$ cat config.mk
export PLATFORM = sky130hd
export DESIGN_NAME = uart_rx_frame_check
export DESIGN_NICKNAME = d
export VERILOG_FILES = /design/src/rtl/uart_pkg.sv /design/src/rtl/uart_parity_calc.sv /design/src/rtl/uart_rx_frame_check.sv
export SDC_FILE = /design/constraint.sdc
export NUM_CORES = 1
export LEC_CHECK = 0
export ABC_CLOCK_PERIOD_IN_PS = 1700
export CAP_MARGIN = 10
export CORE_AREA = 2 2 77 57
export CTS_CLUSTER_DIAMETER = 80
export CTS_CLUSTER_SIZE = 28
export DETAILED_ROUTE_END_ITERATION = 12
export DIE_AREA = 0 0 79 59
export PLACE_DENSITY = 0.72
export SKIP_LAST_GASP = 1
export SYNTH_ARGS = -nofsm -noshare
export SYNTH_HDL_FRONTEND = slang
export SYNTH_SLANG_ARGS = --single-unit
$ cat constraint.sdc
create_clock -name clk -period 1.7 [get_ports clk]
set_input_delay 0.34 -clock clk [delete_from_list [all_inputs] [get_ports clk]]
set_output_delay 0.34 -clock clk [all_outputs]
set_load 0.02 [all_outputs]
$ cat src/rtl/uart_pkg.sv
// Shared UART definitions: parity-type encodings, RX frame FSM states and
// the legal ranges of the frame-format parameters.
package uart_pkg;

  localparam logic [1:0] PAR_EVEN  = 2'd0;
  localparam logic [1:0] PAR_ODD   = 2'd1;
  localparam logic [1:0] PAR_MARK  = 2'd2;
  localparam logic [1:0] PAR_SPACE = 2'd3;

  localparam int DATA_WIDTH_MIN = 5;
  localparam int DATA_WIDTH_MAX = 9;
  localparam int STOP_BITS_MIN  = 1;
  localparam int STOP_BITS_MAX  = 2;

  typedef enum logic [1:0] {
    ST_IDLE   = 2'd0,
    ST_DATA   = 2'd1,
    ST_PARITY = 2'd2,
    ST_STOP   = 2'd3
  } rx_state_e;

endpackage

$ cat src/rtl/uart_parity_calc.sv
// Expected parity bit from the running XOR of the data bits and the parity type.
// Purely combinational so the TX serializer can share it.
module uart_parity_calc
  import uart_pkg::*;
(
  input  logic       run_parity_i,
  input  logic [1:0] par_type_i,
  output logic       exp_bit_o
);

  always_comb begin
    exp_bit_o = run_parity_i;
    case (par_type_i)
      PAR_EVEN:  exp_bit_o = run_parity_i;
      PAR_ODD:   exp_bit_o = ~run_parity_i;
      PAR_MARK:  exp_bit_o = 1'b1;
      PAR_SPACE: exp_bit_o = 1'b0;
    endcase
  end

endmodule

$ cat src/rtl/uart_rx_frame_check.sv
// Assembles one UART frame (data LSB first, optional parity, 1-2 stop bits) from
// sampled-bit strobes; word and error flags update with a data_valid pulse one cycle after the last stop strobe.
module uart_rx_frame_check
  import uart_pkg::*;
#(
  parameter int DATA_WIDTH = 8,
  parameter int STOP_BITS  = 1
) (
  input  logic                  clk,
  input  logic                  rst,
  input  logic                  frame_start,
  input  logic                  samp_valid,
  input  logic                  samp_data_in,
  input  logic                  par_check_enable,
  input  logic [1:0]            par_type,
  output logic [DATA_WIDTH-1:0] data_out,
  output logic                  data_valid,
  output logic                  parity_error,
  output logic                  stop_error,
  output logic                  busy
);

  localparam int CNT_W = $clog2(DATA_WIDTH + 1);
  localparam logic [CNT_W-1:0] DATA_LAST = CNT_W'(DATA_WIDTH - 1);
  localparam logic [CNT_W-1:0] STOP_LAST = CNT_W'(STOP_BITS - 1);

  if (DATA_WIDTH < DATA_WIDTH_MIN || DATA_WIDTH > DATA_WIDTH_MAX ||
      STOP_BITS < STOP_BITS_MIN || STOP_BITS > STOP_BITS_MAX) begin : g_bad_cfg
    $error("uart_rx_frame_check: illegal DATA_WIDTH/STOP_BITS");
  end

  rx_state_e             state_q;
  logic [DATA_WIDTH-1:0] sr_q, sr_d;
  logic [CNT_W-1:0]      cnt_q;
  logic                  par_run_q, par_run_d;
  logic                  stop_flag_q, stop_flag_d;
  logic                  mismatch_q, mismatch_d;
  logic                  par_en_q;
  logic [1:0]            par_type_q;
  logic [DATA_WIDTH-1:0] data_out_q;
  logic                  data_valid_q;
  logic                  parity_error_q;
  logic                  stop_error_q;
  logic                  par_exp;

  uart_parity_calc u_parity_calc (
    .run_parity_i (par_run_q),
    .par_type_i   (par_type_q),
    .exp_bit_o    (par_exp)
  );

  always_comb begin
    sr_d        = {samp_data_in, sr_q[DATA_WIDTH-1:1]};
    par_run_d   = par_run_q ^ samp_data_in;
    stop_flag_d = stop_flag_q | ~samp_data_in;
    mismatch_d  = (samp_data_in != par_exp);
  end

  // The bit counter is reused to count stop bits; it restarts at each phase change.
  always_ff @(posedge clk or negedge rst) begin
    if (!rst) begin
      state_q        <= ST_IDLE;
      sr_q           <= '0;
      cnt_q          <= '0;
      par_run_q      <= 1'b0;
      stop_flag_q    <= 1'b0;
      mismatch_q     <= 1'b0;
      par_en_q       <= 1'b0;
      par_type_q     <= PAR_EVEN;
      data_out_q     <= '0;
      data_valid_q   <= 1'b0;
      parity_error_q <= 1'b0;
      stop_error_q   <= 1'b0;
    end else begin
      data_valid_q <= 1'b0;
      case (state_q)
        ST_IDLE: begin
          if (frame_start) begin
            par_en_q    <= par_check_enable;
            par_type_q  <= par_type;
            cnt_q       <= '0;
            par_run_q   <= 1'b0;
            stop_flag_q <= 1'b0;
            mismatch_q  <= 1'b0;
            state_q     <= ST_DATA;
          end
        end
        ST_DATA: begin
          if (samp_valid) begin
            sr_q      <= sr_d;
            par_run_q <= par_run_d;
            if (cnt_q == DATA_LAST) begin
              cnt_q   <= '0;
              state_q <= par_en_q ? ST_PARITY : ST_STOP;
            end else begin
              cnt_q <= cnt_q + 1'b1;
            end
          end
        end
        ST_PARITY: begin
          if (samp_valid) begin
            mismatch_q <= mismatch_d;
            state_q    <= ST_STOP;
          end
        end
        ST_STOP: begin
          if (samp_valid) begin
            stop_flag_q <= stop_flag_d;
            if (cnt_q == STOP_LAST) begin
              cnt_q          <= '0;
              state_q        <= ST_IDLE;
              data_out_q     <= sr_q;
              parity_error_q <= mismatch_q & par_en_q;
              stop_error_q   <= stop_flag_d;
              data_valid_q   <= 1'b1;
            end else begin
              cnt_q <= cnt_q + 1'b1;
            end
          end
        end
        default: state_q <= ST_IDLE;
      endcase
    end
  end

  assign data_out     = data_out_q;
  assign data_valid   = data_valid_q;
  assign parity_error = parity_error_q;
  assign stop_error   = stop_error_q;
  assign busy         = (state_q != ST_IDLE);

endmodule
==> summary.md <==
| Metric | Value |
|---|---|
| Outcome | `finished clean` |
| Most used flip-flop cell after synthesis | `dfrtp_1` |
| Cell variety after synth | `32` |
| Buf/Inv on CP | `1` |
| Die area | `4660 µm²` |
| Final cycle utilization of the critical path | `97.8%` |
| Hold violation count in the final report | `0` |
| Layout Nets | `180` |
| Height of the die | `59 µm` |
| DRC violations left | `0` |
| Most area-consuming cells after synthesis | `dfrtp_1, mux2_2, ha_1` |
| R2r setup slk | `0.04 ns` |
| Highest fanout seen on the critical path | `6` |
| GR Util All Layers | `14.0%` |
| Launching point of the worst reg2reg path | `state_q[1]` |
| Pin count of the biggest net entering global routing | `32` |
| Pwr/cell area | `1920 nW/µm²` |
| Combined area of the multi-input logic cells | `722 µm²` |
| Standard-cell row count | `19` |
| Number of vias per cell | `5.10` |
| Detail Placement HPWL | `2.09 mm` |
| Routability congestion estimate | `0.836` |
| Residual overflow from global routing | `0` |
| Synth async-reset ratio | `100%` |
| Fraction of the yosys area taken by sequential cells | `51.7%` |
| Xor/xnor cell area share of the yosys netlist | `1.17%` |
| Layout cell share with drive strength beyond 1 | `32.1%` |
| Clk sinks | `31` |
| #FFs+latches synth | `31` |
| H-Tree Level Count | `2` |
| Critical path data arrival time | `1.89 ns` |
| Maximum count of clock buffers along a single path | `2` |
| Buffers on Ports | `19` |
| Ant diodes | `0` |
| Worst IR drop on VDD | `0.965 mV` |
| Final setup violation count | `0` |
| Worst-Skew Late Latency | `0.29 ns` |
| Final setup skew | `0.00809 ns` |
| Die extent in x | `79 µm` |
| Max-cap violation count | `0` |
| Nature of the critical path endpoint | `register` |
| Clock buffer count from CTS | `5` |
| Total power after layout | `3.88 mW` |
| Number of global-route vias before repair | `1103` |
| Worst slew margin relative to its limit | `73.5%` |
| Post-synth top area share | `51.7%` |
| Number of violations reported at the end of detailed-routing iteration 0 | `40` |
| P_leak | `0.902 nW` |
| Count of synthesis-stage warnings from yosys | `0` |
| Clock-pin slew reported for the worst setup and hold paths after clock tree synthesis | `0.06 ns` |
| Highest clock rate | `0.601 GHz` |
| Post-layout minimum cycle time | `1.66 ns` |
| Slew at the pin closest to its max-slew limit | `0.397 ns` |
| Kind of start point of the critical path | `register` |
| Initial antenna violation count | `0` |
| Total Routed Length | `3.08 mm` |
| Footprint of the flip-flops and latches | `777 µm²` |
| Kind of path behind the tightest hold check | `primary input to async pin` |
| Post-synthesis net count | `143` |
| Sequence of cells on the critical path | `buf_4 -> ha_4 -> nor2_4 -> o211ai_4 -> or4_4 -> nand2_2` |
| Crit. path cell count | `6` |
| Compound-Gate Fraction of Synth Area | `10.0%` |
| Required time of the worst setup path | `1.93 ns` |
| Destination of the critical timing path | `cnt_q[2]` |
| Worst-path cell with the longest stage delay | `or4_4` |
| CTS Root Cell | `clkbuf_8` |
| CTS tree | `yes` |
| # hold bufs at CTS | `0` |
| Largest family of logic cells by synthesized area | `multiplexers` |
| Critical path class | `register to register` |
| Synthesized area per cell | `11.7 µm²` |
| Library cell with the largest summed area after synthesis | `dfrtp_1` |
| Logic depth of the worst register-to-register path | `6` |
| Pins over their slew limit | `0` |
| Number of enable flip-flop cells after synthesis | `0` |
| Placeable core region | `3850 µm²` |
| Post-synthesis instance area | `1500 µm²` |
| Crit. Startpoint | `state_q[1]` |
| Pre-Repair DR Iteration Count | `4` |
| Detailed-route wire length per cell | `14.2 µm` |
| Setup repair after global routing missed its margin | `yes` |
| Fill count | `339` |
| Largest delay contributor family on the critical path | `simple AND/OR/NAND/NOR gates` |
| Fraction of the mapped netlist area in adder cells | `5.84%` |
| IO Count | `20` |
| Delay of the slowest cell on the worst path | `0.52 ns` |
| First-pass GRT wire length | `4.84 mm` |
| Multiplexer fraction of the synthesized cell area | `14.5%` |
| Detail Route Antenna Nets | `0` |
| Post-Synth Simple-Gate Area | `12.1%` |
| Synthesis-to-finish area growth | `34.6%` |
| Setup TNS after final layout | `0 ns` |
| Synth Instances | `128` |
| Critical register-to-register path endpoint | `cnt_q[2]` |
| Number of vias after detailed routing | `1106` |
| Initial core utilization | `39.0%` |
[worst min-delay path by stage]
stage	from	end	slack, ns
after global routing	rst	sr_q[3]	0.49
after CTS	rst	stop_error	0.46
final	rst	data_out[4]	0.46
after floorplan	rst	cnt_q[0]	0.04
after global placement	data_out[4]	data_out[4]	0.47
after detailed placement	data_out[5]	data_out[5]	0.47
[cell families (layout without fill, tap and decap cells)]
family                     after synthesis  after routing
AOI/OAI and AO/OA                       22             22
xor gates and xnor gates                 2              2
adders and majority gates                7              7
buffers and inverters                   14             51
DFF                                     31             31
muxes                                   19             19
and+or+nand+nor                         33             33
[synth_stat cells (2+ instances only)]
cell type  count
mux2_2        13
dfrtp_1       31
buf_6          2
inv_1         10
o21ai_0       11
mux2_1         5
nor2_1         6
a21oi_1        3
nand3_1        3
ha_1           7
a31oi_1        3
nor3_1         4
nor2_2         2
buf_2          2
nand2_1        9
[worst register-to-register path, stage by stage (launching register included)]
cell and delay [ns]:
dfrtp_1 0.41, buf_4 0.16, ha_4 0.19, nor2_4 0.18, o211ai_4 0.09, or4_4 0.52
nand2_2 0.07
[layout make-up]
class                           instances  share of cell area [%]
Inverter                               10                    1.86
Sequential cell                        31                    38.5
Tap cell                               52                    3.22
Multi-Input combinational cell         83                    35.7
Timing Repair Buffer                   34                    15.6
Clock buffer                            6                    3.59
Clock inverter                          1                    1.49
[sequential cells by signal, summed over array words and instances (netlist names), 2 cells and up]
register	flops
data_out	8
sr_q	8
cnt_q	4
par_type_q	2
state_q	2
[report_power, final]
group	switching [mW]	internal [mW]
clock	0.274	0.429
combinational	0.913	1.01
sequential	0.214	1.04
[through the flow]
step                std cells  utilization [%]  instance area, µm²  hold WS [ns]  setup slack, ns
floorplan                 128                -                1510        0.0444           0.0168
global placement          209             48.0                1850         0.466          -0.0338
detailed placement        209             48.0                1850         0.475          -0.0352
CTS                       216             50.7                1950         0.465          0.00620
global route              217             52.4                2020         0.486          -0.0248
finish                    217             52.4                2020         0.456           0.0372
[cells in the final DEF (no fill, tap or decap), types with 2 or more instances in the layout]
cell	instances
a21oi_1	3
a31oi_1	3
buf_4	14
clkbuf_8	5
clkdlybuf4s50_1	18
dfrtp_1	30
ha_1	4
ha_4	3
inv_1	8
inv_2	2
mux2_1	5
mux2_2	13
nand2_1	8
nand3_1	3
nor2_1	6
nor2_2	2
nor3_1	2
nor3_2	2
o21ai_0	9
o21ai_1	2
[routing by layer]
metal	up-vias	global-route usage [%]	part of all wire (%)
met4	0	8.37	2.4
li1	515	-	-
met2	34	21.5	48
met1	547	17.0	44
met5	-	0	0
met3	10	5.03	5.3
[what timing repair did]
| item | in CTS | in global routing |
|---|---|---|
| endpoints found under the setup margin | 11 | 18 |
| gates resized for setup | 4 | 14 |
| endpoints found under the hold margin | 0 | 0 |
| setup buffers | 0 | 1 |
| pin swaps | 1 | 6 |
Note: power is estimated with default switching activity, not from simulation.
